**config.mk**
```make
export PLATFORM = sky130hd
export DESIGN_NAME = cpu_exec_ctrl_flat
export DESIGN_NICKNAME = d
export VERILOG_FILES = /design/src/rtl/cpu_exec_ctrl_if.sv /design/src/rtl/cpu_exec_ctrl.sv /design/src/flat_wrapper.sv
export SDC_FILE = /design/constraint.sdc
export NUM_CORES = 1
export LEC_CHECK = 0
export CORE_AREA = 2 2 116 95
export DETAILED_ROUTE_END_ITERATION = 10
export DIE_AREA = 0 0 118 97
export PLACE_DENSITY = 0.89
export SKIP_CTS_REPAIR_TIMING = 1
export SLEW_MARGIN = 20
export SYNTH_ARGS = -nofsm -noshare
export SYNTH_HDL_FRONTEND = slang
export SYNTH_SLANG_ARGS = --single-unit
```
**constraint.sdc**
```tcl
create_clock -name clk -period 3 [get_ports clk]
set_clock_uncertainty 0.1 [all_clocks]
set_input_delay 0.75 -clock clk [delete_from_list [all_inputs] [get_ports clk]]
set_output_delay 0.75 -clock clk [all_outputs]
set_load 0.05 [all_outputs]
```
**src/rtl/cpu_exec_ctrl_if.sv**
```systemverilog
// Host command channel of cpu_exec_ctrl: the host drives the command fields and
// the sequencer answers with cmd_ready.
interface cpu_exec_ctrl_if #(
  parameter int STEP_W = 16
) ();
  // valid/ready: a command transfers on any posedge with cmd_valid && cmd_ready;
  // the host holds cmd_op/cmd_arg stable while cmd_valid is high and not yet accepted.
  logic              cmd_valid;
  logic              cmd_ready;
  logic [1:0]        cmd_op;
  logic [STEP_W-1:0] cmd_arg;

  modport master (output cmd_valid, output cmd_op, output cmd_arg, input cmd_ready);
  modport slave  (input cmd_valid, input cmd_op, input cmd_arg, output cmd_ready);
endinterface

```
**src/rtl/cpu_exec_ctrl.sv**
```systemverilog
// Execution sequencer: turns host RUN/STEP/PAUSE/CLEAR commands into the core's global_en,
// halts on ebreak, counts enabled cycles and commits. Define BREAKPOINT_EN for PC breakpoints.
module cpu_exec_ctrl #(
  parameter int          STEP_W    = 16,
  parameter int          CNT_W     = 32,
  parameter logic [31:0] HALT_INST = 32'h00100073
) (
  input  logic                clk,
  input  logic                rst,
  cpu_exec_ctrl_if.slave      cmd,
  input  logic [31:0]         cur_pc,
  input  logic [31:0]         cur_inst,
  input  logic                commit,
  input  logic                bp_en,
  input  logic [31:0]         bp_pc,
  output logic                global_en,
  output logic [1:0]          state,
  output logic [CNT_W-1:0]    cycle_cnt,
  output logic [CNT_W-1:0]    inst_cnt
);

  typedef enum logic [1:0] {
    S_IDLE   = 2'b00,
    S_RUN    = 2'b01,
    S_STEP   = 2'b10,
    S_HALTED = 2'b11
  } state_t;

  localparam logic [1:0] OP_RUN   = 2'b00;
  localparam logic [1:0] OP_STEP  = 2'b01;
  localparam logic [1:0] OP_PAUSE = 2'b10;
  localparam logic [1:0] OP_CLEAR = 2'b11;

  state_t            state_q, state_d;
  logic [STEP_W-1:0] remaining_q, remaining_d;
  logic              active;
  logic              accept;
  logic              clear_cnt;
  logic              halt_hit;
  logic              bp_hit;
  logic              start_cmd;

  assign active    = (state_q == S_RUN) || (state_q == S_STEP);
  assign halt_hit  = active && (cur_inst == HALT_INST);
  assign start_cmd = (state_q == S_IDLE) && accept &&
                     ((cmd.cmd_op == OP_RUN) || (cmd.cmd_op == OP_STEP));

`ifdef BREAKPOINT_EN
  // skip_bp lets a RUN/STEP issued while parked on bp_pc execute that instruction once.
  logic skip_bp_q, skip_bp_d;

  assign bp_hit = active && bp_en && (cur_pc == bp_pc) && !skip_bp_q;

  always_comb begin
    skip_bp_d = skip_bp_q;
    if (start_cmd)      skip_bp_d = 1'b1;
    else if (global_en) skip_bp_d = 1'b0;
  end

  always_ff @(posedge clk) begin
    if (!rst) skip_bp_q <= 1'b0;
    else      skip_bp_q <= skip_bp_d;
  end
`else
  logic unused_bp;

  assign bp_hit    = 1'b0;
  assign unused_bp = &{1'b0, bp_en, bp_pc, cur_pc};
`endif

  assign global_en     = active && !bp_hit;
  assign cmd.cmd_ready = (state_q != S_STEP);
  assign accept        = cmd.cmd_valid && cmd.cmd_ready;
  assign clear_cnt     = accept && (cmd.cmd_op == OP_CLEAR);
  assign state         = state_q;

  always_comb begin
    state_d     = state_q;
    remaining_d = remaining_q;
    case (state_q)
      S_IDLE: begin
        if (accept && cmd.cmd_op == OP_RUN) begin
          state_d = S_RUN;
        end else if (accept && cmd.cmd_op == OP_STEP) begin
          state_d     = S_STEP;
          remaining_d = (cmd.cmd_arg == '0) ? STEP_W'(1) : cmd.cmd_arg;
        end
      end
      S_RUN: begin
        // Stop sources in priority order: breakpoint, ebreak, host PAUSE.
        if (bp_hit) begin
          state_d     = S_IDLE;
          remaining_d = '0;
        end else if (halt_hit) begin
          state_d = S_HALTED;
        end else if (accept && cmd.cmd_op == OP_PAUSE) begin
          state_d = S_IDLE;
        end
      end
      S_STEP: begin
        if (bp_hit) begin
          state_d     = S_IDLE;
          remaining_d = '0;
        end else begin
          remaining_d = remaining_q - STEP_W'(1);
          if (halt_hit)                       state_d = S_HALTED;
          else if (remaining_q == STEP_W'(1)) state_d = S_IDLE;
        end
      end
      S_HALTED: begin
        if (clear_cnt) state_d = S_IDLE;
      end
      default: state_d = S_IDLE;
    endcase
  end

  always_ff @(posedge clk) begin
    if (!rst) begin
      state_q     <= S_IDLE;
      remaining_q <= '0;
    end else begin
      state_q     <= state_d;
      remaining_q <= remaining_d;
    end
  end

  // Commit lags global_en by one cycle, so it is counted independently of state.
  always_ff @(posedge clk) begin
    if (!rst) begin
      cycle_cnt <= '0;
      inst_cnt  <= '0;
    end else begin
      if (clear_cnt)      cycle_cnt <= '0;
      else if (global_en) cycle_cnt <= cycle_cnt + CNT_W'(1);
      if (clear_cnt)      inst_cnt  <= '0;
      else if (commit)    inst_cnt  <= inst_cnt + CNT_W'(1);
    end
  end

endmodule

```
**src/flat_wrapper.sv**
```systemverilog
// flat-port wrapper written by rule: the top's interface ports become plain ports
module cpu_exec_ctrl_flat 
#(
  parameter int          STEP_W    = 16,
  parameter int          CNT_W     = 32,
  parameter logic [31:0] HALT_INST = 32'h00100073
)
  (clk, rst, cur_pc, cur_inst, commit, bp_en, bp_pc, global_en, state, cycle_cnt, inst_cnt, cmd_cmd_valid, cmd_cmd_op, cmd_cmd_arg, cmd_cmd_ready);
  cpu_exec_ctrl_if #(.STEP_W(STEP_W)) cmd_i ();
  input  logic clk;
  input  logic rst;
  input  logic [31:0] cur_pc;
  input  logic [31:0] cur_inst;
  input  logic commit;
  input  logic bp_en;
  input  logic [31:0] bp_pc;
  output logic global_en;
  output logic [1:0] state;
  output logic [CNT_W-1:0] cycle_cnt;
  output logic [CNT_W-1:0] inst_cnt;
  input wire logic [$bits(cmd_i.cmd_valid)-1:0] cmd_cmd_valid;
  input wire logic [$bits(cmd_i.cmd_op)-1:0] cmd_cmd_op;
  input wire logic [$bits(cmd_i.cmd_arg)-1:0] cmd_cmd_arg;
  output wire logic [$bits(cmd_i.cmd_ready)-1:0] cmd_cmd_ready;
  assign cmd_i.cmd_valid = cmd_cmd_valid;
  assign cmd_i.cmd_op = cmd_cmd_op;
  assign cmd_i.cmd_arg = cmd_cmd_arg;
  assign cmd_cmd_ready = cmd_i.cmd_ready;
  cpu_exec_ctrl #(.STEP_W(STEP_W), .CNT_W(CNT_W), .HALT_INST(HALT_INST)) u_core (.clk(clk), .rst(rst), .cmd(cmd_i), .cur_pc(cur_pc), .cur_inst(cur_inst), .commit(commit), .bp_en(bp_en), .bp_pc(bp_pc), .global_en(global_en), .state(state), .cycle_cnt(cycle_cnt), .inst_cnt(inst_cnt));
endmodule
```
== Word-level counts from Yosys, hierarchy flattened ==
Cells that the tools add are included.

* Word-level logic and storage cells: 49
* Bits in registers: 82

* Bitwise logic cells: 1
* Equality and inequality tests: 15
* Mux-type cells: 12
* Reduce and logical (&&, ||, !) cells: 14
* Add/subtract/negate cells: 3

{| class="wikitable"
|+ Operators with widths
! cell !! count
|-
| $add 32x1->32 const B || 2
|-
| $mux 16 || 3
|-
| $eq 32x21->1 const B || 1
|-
| $pmux 16 s2 || 1
|-
| $eq 16x1->1 const B || 1
|-
| $logic_not 16->1 || 1
|-
| $sub 16x1->16 const B || 1
|-
| $mux 2 || 7
|-
| $eq 2x2->1 const B || 4
|-
| $pmux 2 s4 || 1
|-
| $logic_and 1x1->1 || 6
|-
| $ne 2x2->1 const B || 3
|-
| $ne 3x2->1 const B || 2
|-
| $eq 2x1->1 const B || 2
|-
| $logic_not 2->1 || 2
|-
| $reduce_and 4->1 || 1
|-
| $ne 3x3->1 const B || 1
|-
| $reduce_and 3->1 || 1
|-
| $ne 2x1->1 const B || 1
|-
| $reduce_bool 2->1 || 1
|-
| $reduce_or 2->1 || 1
|-
| $logic_or 1x1->1 || 1
|-
| $not 1->1 || 1
|}

== Longest topological paths before layout ==
Gate-level depths: netlist of run 1.

* Depth after elaboration: 6
* Mapped depth: 9

== Worst setup path after synthesis of run 1 ==
No wires, ideal clock.

* Path kind: register to register
* From: reg u_core.state_q[0] (netlist: u_core.state[0])
* To: reg u_core.cycle_cnt[29]
* Path slack: -0.028 ns
* Cell stages (with the launch flop): 10
* Data arrival time: 2.801 ns
* Setup time: 0.128 ns
* Buffers on the path: 2
* Required time: 2.772 ns
* Period minus slack after synthesis: 3.028 ns
* Path through: dfxtp_1 inv_1 ha_1 clkbuf_1 and4_1 nand4_1 clkbuf_1 nor4_1 xnor2_1 nor2_1

* Elaborated cells on any way between the ends: 7

{| class="wikitable"
|+ RTL lines
! what !! line !! text
|-
| start: declaration || cpu_exec_ctrl.sv:34 || <nowiki>state_t state_q, state_d;</nowiki>
|-
| start signal: assignment || cpu_exec_ctrl.sv:122 || <nowiki>state_q <= state_d;</nowiki>
|-
| $eq 2x1->1 or $eq 2x2->1 (tied branches) || cpu_exec_ctrl.sv:43 || <nowiki>assign active = (state_q == S_RUN) || (state_q == S_STEP);</nowiki>
|-
| $logic_or 1x1->1 (*) || cpu_exec_ctrl.sv:43 ||
|-
| via global_en || flat_wrapper.sv:17 || <nowiki>output logic global_en;</nowiki>
|-
| end signal: assignment || cpu_exec_ctrl.sv:134 || <nowiki>else if (global_en) cycle_cnt <= cycle_cnt + CNT_W'(1);</nowiki>
|-
| end: declaration || cpu_exec_ctrl.sv:18 || <nowiki>output logic [CNT_W-1:0] cycle_cnt,</nowiki>
|}

Mark *: on every way through the listed nets, which the timed path passes. The rest lies on a longest branch.
A chain may end at the register's enable or synchronous reset.

== Final worst setup path of run 1 ==
* From: in cmd_cmd_op[1]
* To: reg u_core.state_q[0] (netlist: u_core.state[0])

* Cells in the longest elaborated chain, start to end: 4
* Elaborated cells on any way between the ends: 14

{| class="wikitable"
|+ Ends and longest elaborated chain
! what !! line !! text
|-
| start: declaration || flat_wrapper.sv:22 || <nowiki>input wire logic [$bits(cmd_i.cmd_op)-1:0] cmd_cmd_op;</nowiki>
|-
| $eq 2x1->1, or another cell as far along || n/a ||
|-
| $logic_and 1x1->1 (on tied branches) || n/a ||
|-
| $ne 3x3->1 (no line), or another cell as far along || n/a ||
|-
| $reduce_and 4->1 (no line) or $pmux 2 s4 (tied branches) || n/a ||
|}

Parallel ways exist; a longest one is shown, timed or not.

==> results of run 1 <==
==> cells by family (layout without fill, tap and decap cells) <==
| family | Yosys count | count (layout) |
|---|---|---|
| flops | 82 | 82 |
| simple gates | 252 | 252 |
| fa+ha+maj | 9 | 9 |
| compound gates | 73 | 73 |
| xor+xnor | 55 | 55 |
| mux | 5 | 5 |
| buf+inv | 37 | 166 |
==> worst max path at each step <==
stage	start	to	slack, ns	cells after the start
floorplan	u_core.state[0]	u_core.cycle_cnt[29]	0.19	9
global placement	cmd_cmd_valid	u_core.state[1]	0.01	6
detailed placement	cmd_cmd_valid	u_core.state[0]	-0.002	6
CTS	cmd_cmd_valid	u_core.state[0]	0.34	6
global route	cmd_cmd_valid	u_core.state[0]	0.24	6
finish	cmd_cmd_op[1]	u_core.state[0]	0.29	6
==> cells in the mapped netlist (2+ instances only) <==
master | n | area, um2
sky130_fd_sc_hd__o211ai_1 | 4 | 30.0
sky130_fd_sc_hd__or3_1 | 10 | 62.6
sky130_fd_sc_hd__nand4_1 | 19 | 119
sky130_fd_sc_hd__or4b_2 | 2 | 20.0
sky130_fd_sc_hd__o21a_1 | 4 | 30.0
sky130_fd_sc_hd__nand2b_1 | 3 | 18.8
sky130_fd_sc_hd__mux2i_1 | 5 | 50.1
sky130_fd_sc_hd__o221a_2 | 3 | 33.8
sky130_fd_sc_hd__a31oi_1 | 4 | 25.0
sky130_fd_sc_hd__or4_4 | 2 | 22.5
sky130_fd_sc_hd__and3_1 | 4 | 25.0
sky130_fd_sc_hd__nand2_1 | 32 | 120
sky130_fd_sc_hd__inv_1 | 15 | 56.3
sky130_fd_sc_hd__a21oi_1 | 13 | 65.1
sky130_fd_sc_hd__or2_2 | 3 | 18.8
sky130_fd_sc_hd__a21boi_0 | 3 | 22.5
sky130_fd_sc_hd__xor2_1 | 15 | 131
sky130_fd_sc_hd__dfxtp_1 | 82 | 1640
sky130_fd_sc_hd__a22oi_1 | 5 | 37.5
sky130_fd_sc_hd__and2_1 | 3 | 18.8
sky130_fd_sc_hd__nor2b_1 | 5 | 31.3
sky130_fd_sc_hd__o21ai_0 | 23 | 115
sky130_fd_sc_hd__and4_1 | 9 | 78.8
sky130_fd_sc_hd__xnor2_1 | 40 | 350
sky130_fd_sc_hd__nor3_1 | 29 | 145
sky130_fd_sc_hd__or4_1 | 2 | 15.0
sky130_fd_sc_hd__nor4_1 | 22 | 138
sky130_fd_sc_hd__nor2_1 | 73 | 274
sky130_fd_sc_hd__nor4b_1 | 2 | 17.5
sky130_fd_sc_hd__nand3_1 | 22 | 110
sky130_fd_sc_hd__ha_1 | 9 | 113
sky130_fd_sc_hd__o21ai_1 | 2 | 10.0
sky130_fd_sc_hd__or3b_2 | 2 | 17.5
sky130_fd_sc_hd__clkbuf_1 | 21 | 78.8
==> worst max-delay path, delay by kind of cell <==
kind	cells	cell delay, ns
compound gates	3	0.54
simple gates	2	1.11
buf+inv	1	0.46
==> metrics by stage <==
step | utilization | TNS [ns]
after CTS | 0.579 | 0
after detailed placement | 0.552 | -0.00196
final | 0.579 | 0
after global routing | 0.579 | 0
after floorplan | - | 0
after global placement | 0.552 | 0
==> sequential cells by signal (all words and copies together), names as in the netlist <==
register,cells
u_core.cycle_cnt,32
u_core.inst_cnt,32
u_core.remaining_q,16
u_core.state,2
==> power by group through the flow <==
stage	clock network, W	logic, W	registers [W]
floorplan	0	0.000845	0.00136
global placement	0	0.00126	0.00130
detailed placement	0	0.00130	0.00131
CTS	0.00105	0.00131	0.00128
global route	0.00108	0.00143	0.00131
finish	0.00101	0.00132	0.00129
==> area by class of cell <==
type | count | area (um2) | area share
Clock buffer | 10 | 229 | 0.0388
Clock inverter | 5 | 41.3 | 0.00699
Inverter | 16 | 60.1 | 0.0102
Multi-Input combinational cell | 394 | 2440 | 0.414
Sequential cell | 82 | 1640 | 0.279
Tap cell | 140 | 175 | 0.0297
Timing Repair Buffer | 135 | 1310 | 0.222
==> per-layer routing <==
metal | global-route usage | part of all wire | vias up
li1 | - | - | 2093
met1 | 0.230 | 0.42 | 2027
met2 | 0.363 | 0.51 | 153
met3 | 0.0601 | 0.066 | 11
met4 | 0.0463 | 0.0080 | 0
met5 | 0 | 0 | -
==> impl_table.tex, run 1 <==
\begin{tabular}{lr}
\hline
Metric & Value \\
\hline
\multicolumn{2}{l}{\textbf{Finish}} \\
\# fillers & 896 \\
Layout Nets & roughly 770 \\
Final design area excluding fillers & approximately 6000 um2 \\
Highest-count cells in the layout ignoring fill and taps & 119 x sky130\_fd\_sc\_hd\_\_clkdlybuf4s50\_1, 80 x sky130\_fd\_sc\_hd\_\_dfxtp\_1, 73 x sky130\_fd\_sc\_hd\_\_nor2\_1 \\
Fraction of layout cells with a size suffix above 1 & 0.0763 \\
Most frequent standard cell in the layout excluding fill and tap cells & sky130\_fd\_sc\_hd\_\_clkdlybuf4s50\_1 \\
Non-Filler Instances & roughly 780 \\
Layout-stage area growth over the synthesis result & 39.9\% \\
Diode insertion count for antenna repair & 0 \\
\multicolumn{2}{l}{\textbf{Critical path}} \\
Crit Reg-Reg Startpoint & u\_core.state[0] \\
Critical Path Sink Type & flip-flop \\
Worst setup slack for register-to-register paths & around 0.44 ns \\
Cells along the critical path & clkdlybuf4s50\_1, or4b\_2, o211ai\_1, or4b\_1, a21bo\_2, a22oi\_1 \\
Worst-path cell with the longest stage delay & sky130\_fd\_sc\_hd\_\_or4b\_2 \\
Kind of start point of the critical path & input port \\
Data arrival, critical path & between 2 and 3 ns \\
Critical path type & in -> reg \\
Maximum fanout count along the critical path & 2 \\
Capturing point of the worst reg2reg path & u\_core.remaining\_q[7] \\
Register-to-Register Path Depth & 8 \\
Req. time, crit path & 3.14 ns \\
Delay of the slowest cell on the worst path & $\sim$0.65 ns \\
\multicolumn{2}{l}{\textbf{Place}} \\
Detailed Place HPWL & 8670 um \\
Number of input and output port buffers inserted & approximately 120 \\
Number of cells in the design after placement & 767 \\
Final Wtd Congestion & slightly below 0.9 \\
Pre-CTS setup slack & -0.00196 ns \\
Cell area after placement & 5630 um2 \\
\multicolumn{2}{l}{\textbf{STA}} \\
Setup repair after global routing missed its margin & no \\
Number of max-slew violations in the final report & 0 \\
Final setup margin & around 0.29 ns \\
Number of endpoints with negative hold slack in the final report & 0 \\
Worst-margin pin slew & 0.758 ns \\
Part of the cycle the worst path needs & 0.904 \\
Worst relative slew slack & 0.493 \\
Final period demand of the worst path & 2.71 ns \\
Maximum clock rate & approximately 370 MHz \\
Final setup violating endpoints & 0 \\
Minimum hold slack & roughly 0.41 ns \\
\multicolumn{2}{l}{\textbf{Global route}} \\
Initial antenna violation count & 0 \\
Pin count of the biggest net entering global routing & 33 \\
Via count of the first global-routing pass & approximately 4000 \\
Total routing usage reported by global routing & 0.200 \\
Global-route wire length before repair & 19100 um \\
Total congestion overflow after global routing & 0 \\
\multicolumn{2}{l}{\textbf{Die}} \\
Num rows & 33 \\
Std-Cell Core Area & just over 10000 um2 \\
Die W & 118 um \\
Initial core utilization & 0.414 \\
I/O pins & around 190 \\
Die Height & about 97 um \\
Die Footprint & 11400 um2 \\
\multicolumn{2}{l}{\textbf{Clock tree}} \\
Insertion delay to the later sink of the worst-skew pair & 0.34 ns \\
H-Tree Level Count & 3 \\
CTS root buf & sky130\_fd\_sc\_hd\_\_clkbuf\_16 \\
Total number of clock tree sinks & roughly 80 \\
Clock-pin slew on the worst setup and hold paths & about 0.060 ns \\
Max Buffers Root-to-Sink & 2 \\
Clock tree from TritonCTS & yes \\
Number of buffers added by the clock tree synthesis step & 9 \\
\multicolumn{2}{l}{\textbf{Detailed routing}} \\
DRC violation total after the first TritonRoute iteration & approximately 250 \\
Average wire per cell in the routed design & between 10 and 15 um \\
Number of design rule violations left after detail routing & 0 \\
ANT nets after route & 0 \\
Vias after detailed routing & between 4000 and 5000 \\
Wire length reported by the detailed router & around 12000 um \\
Number of search-and-repair iterations in the first detailed-routing pass & 6 \\
Vias per cell & 5.48 \\
\multicolumn{2}{l}{\textbf{Synth}} \\
Number of distinct standard cells referenced by the synthesized netlist & 55 \\
Synthesized-area fraction occupied by xor and xnor cells & 0.114 \\
Share of synthesized area occupied by flip-flops and latches & 0.389 \\
Fraction of registers with async set/reset & 0 \\
Post-Synthesis Cells & between 500 and 600 \\
Dominant combinational cell family by area after synthesis & simple AND/OR/NAND/NOR gates \\
Syn nets & about 640 \\
Post-Synth Adder-Cell Area & 0.0267 \\
Proportion of synthesized area in mux cells & 0.0119 \\
Yosys Warn Count & 0 \\
Total of flip-flops plus latches after synthesis & 82 \\
Fraction of the mapped netlist area in simple logic gates & 0.313 \\
Count of flip-flops with a built-in enable after synthesis & 0 \\
Synthesized cell area & about 4200 um2 \\
Area fraction in compound gates after synthesis & 0.112 \\
Main flop type after synthesis & sky130\_fd\_sc\_hd\_\_dfxtp\_1 \\
Mean instance size in the synthesized netlist & 8.23 um2 \\
\multicolumn{2}{l}{\textbf{Pwr}} \\
Largest voltage drop on the vdd net & around 290 uV \\
Switching power summed over all nets & roughly 0.0013 W \\
Switching power as a share of total power & 0.363 \\
Proportion of power drawn by the clock network & 0.280 \\
Sequential power share & 0.356 \\
Combinational fraction of design power & 0.364 \\
Power per unit of standard cell area & between 600 and 700 nW/um2 \\
P\_leak & 1.95 nW \\
Internal power of the cells & approximately 0.0023 W \\
Total Power Consumption & 0.00362 W \\
\multicolumn{2}{l}{\textbf{Hold path}} \\
Launch point of the worst hold path & u\_core.state[0] \\
Worst Hold Class & reg -> reg \\
Hold path endpoint & u\_core.state[0] \\
Worst hold path depth & 2 \\
\multicolumn{2}{l}{\textbf{Outcome}} \\
Status & completed \\
\multicolumn{2}{l}{\textbf{Run}} \\
Maximum capacitance violations & 0 \\
\hline
\end{tabular}
Power figures use the tool's default switching activity.
==> inputs of run 2 (changes only) <==
--- a/config.mk
+++ b/config.mk
@@ -5,6 +5,7 @@
 export SDC_FILE = /design/constraint.sdc
 export NUM_CORES = 1
 export LEC_CHECK = 0
+export ABC_CLOCK_PERIOD_IN_PS = 3000
 export CORE_AREA = 2 2 116 95
 export DETAILED_ROUTE_END_ITERATION = 10
 export DIE_AREA = 0 0 118 97
==> results of run 2 <==
Same layout as run 1: the final DEF is identical, and so are final timing and power.
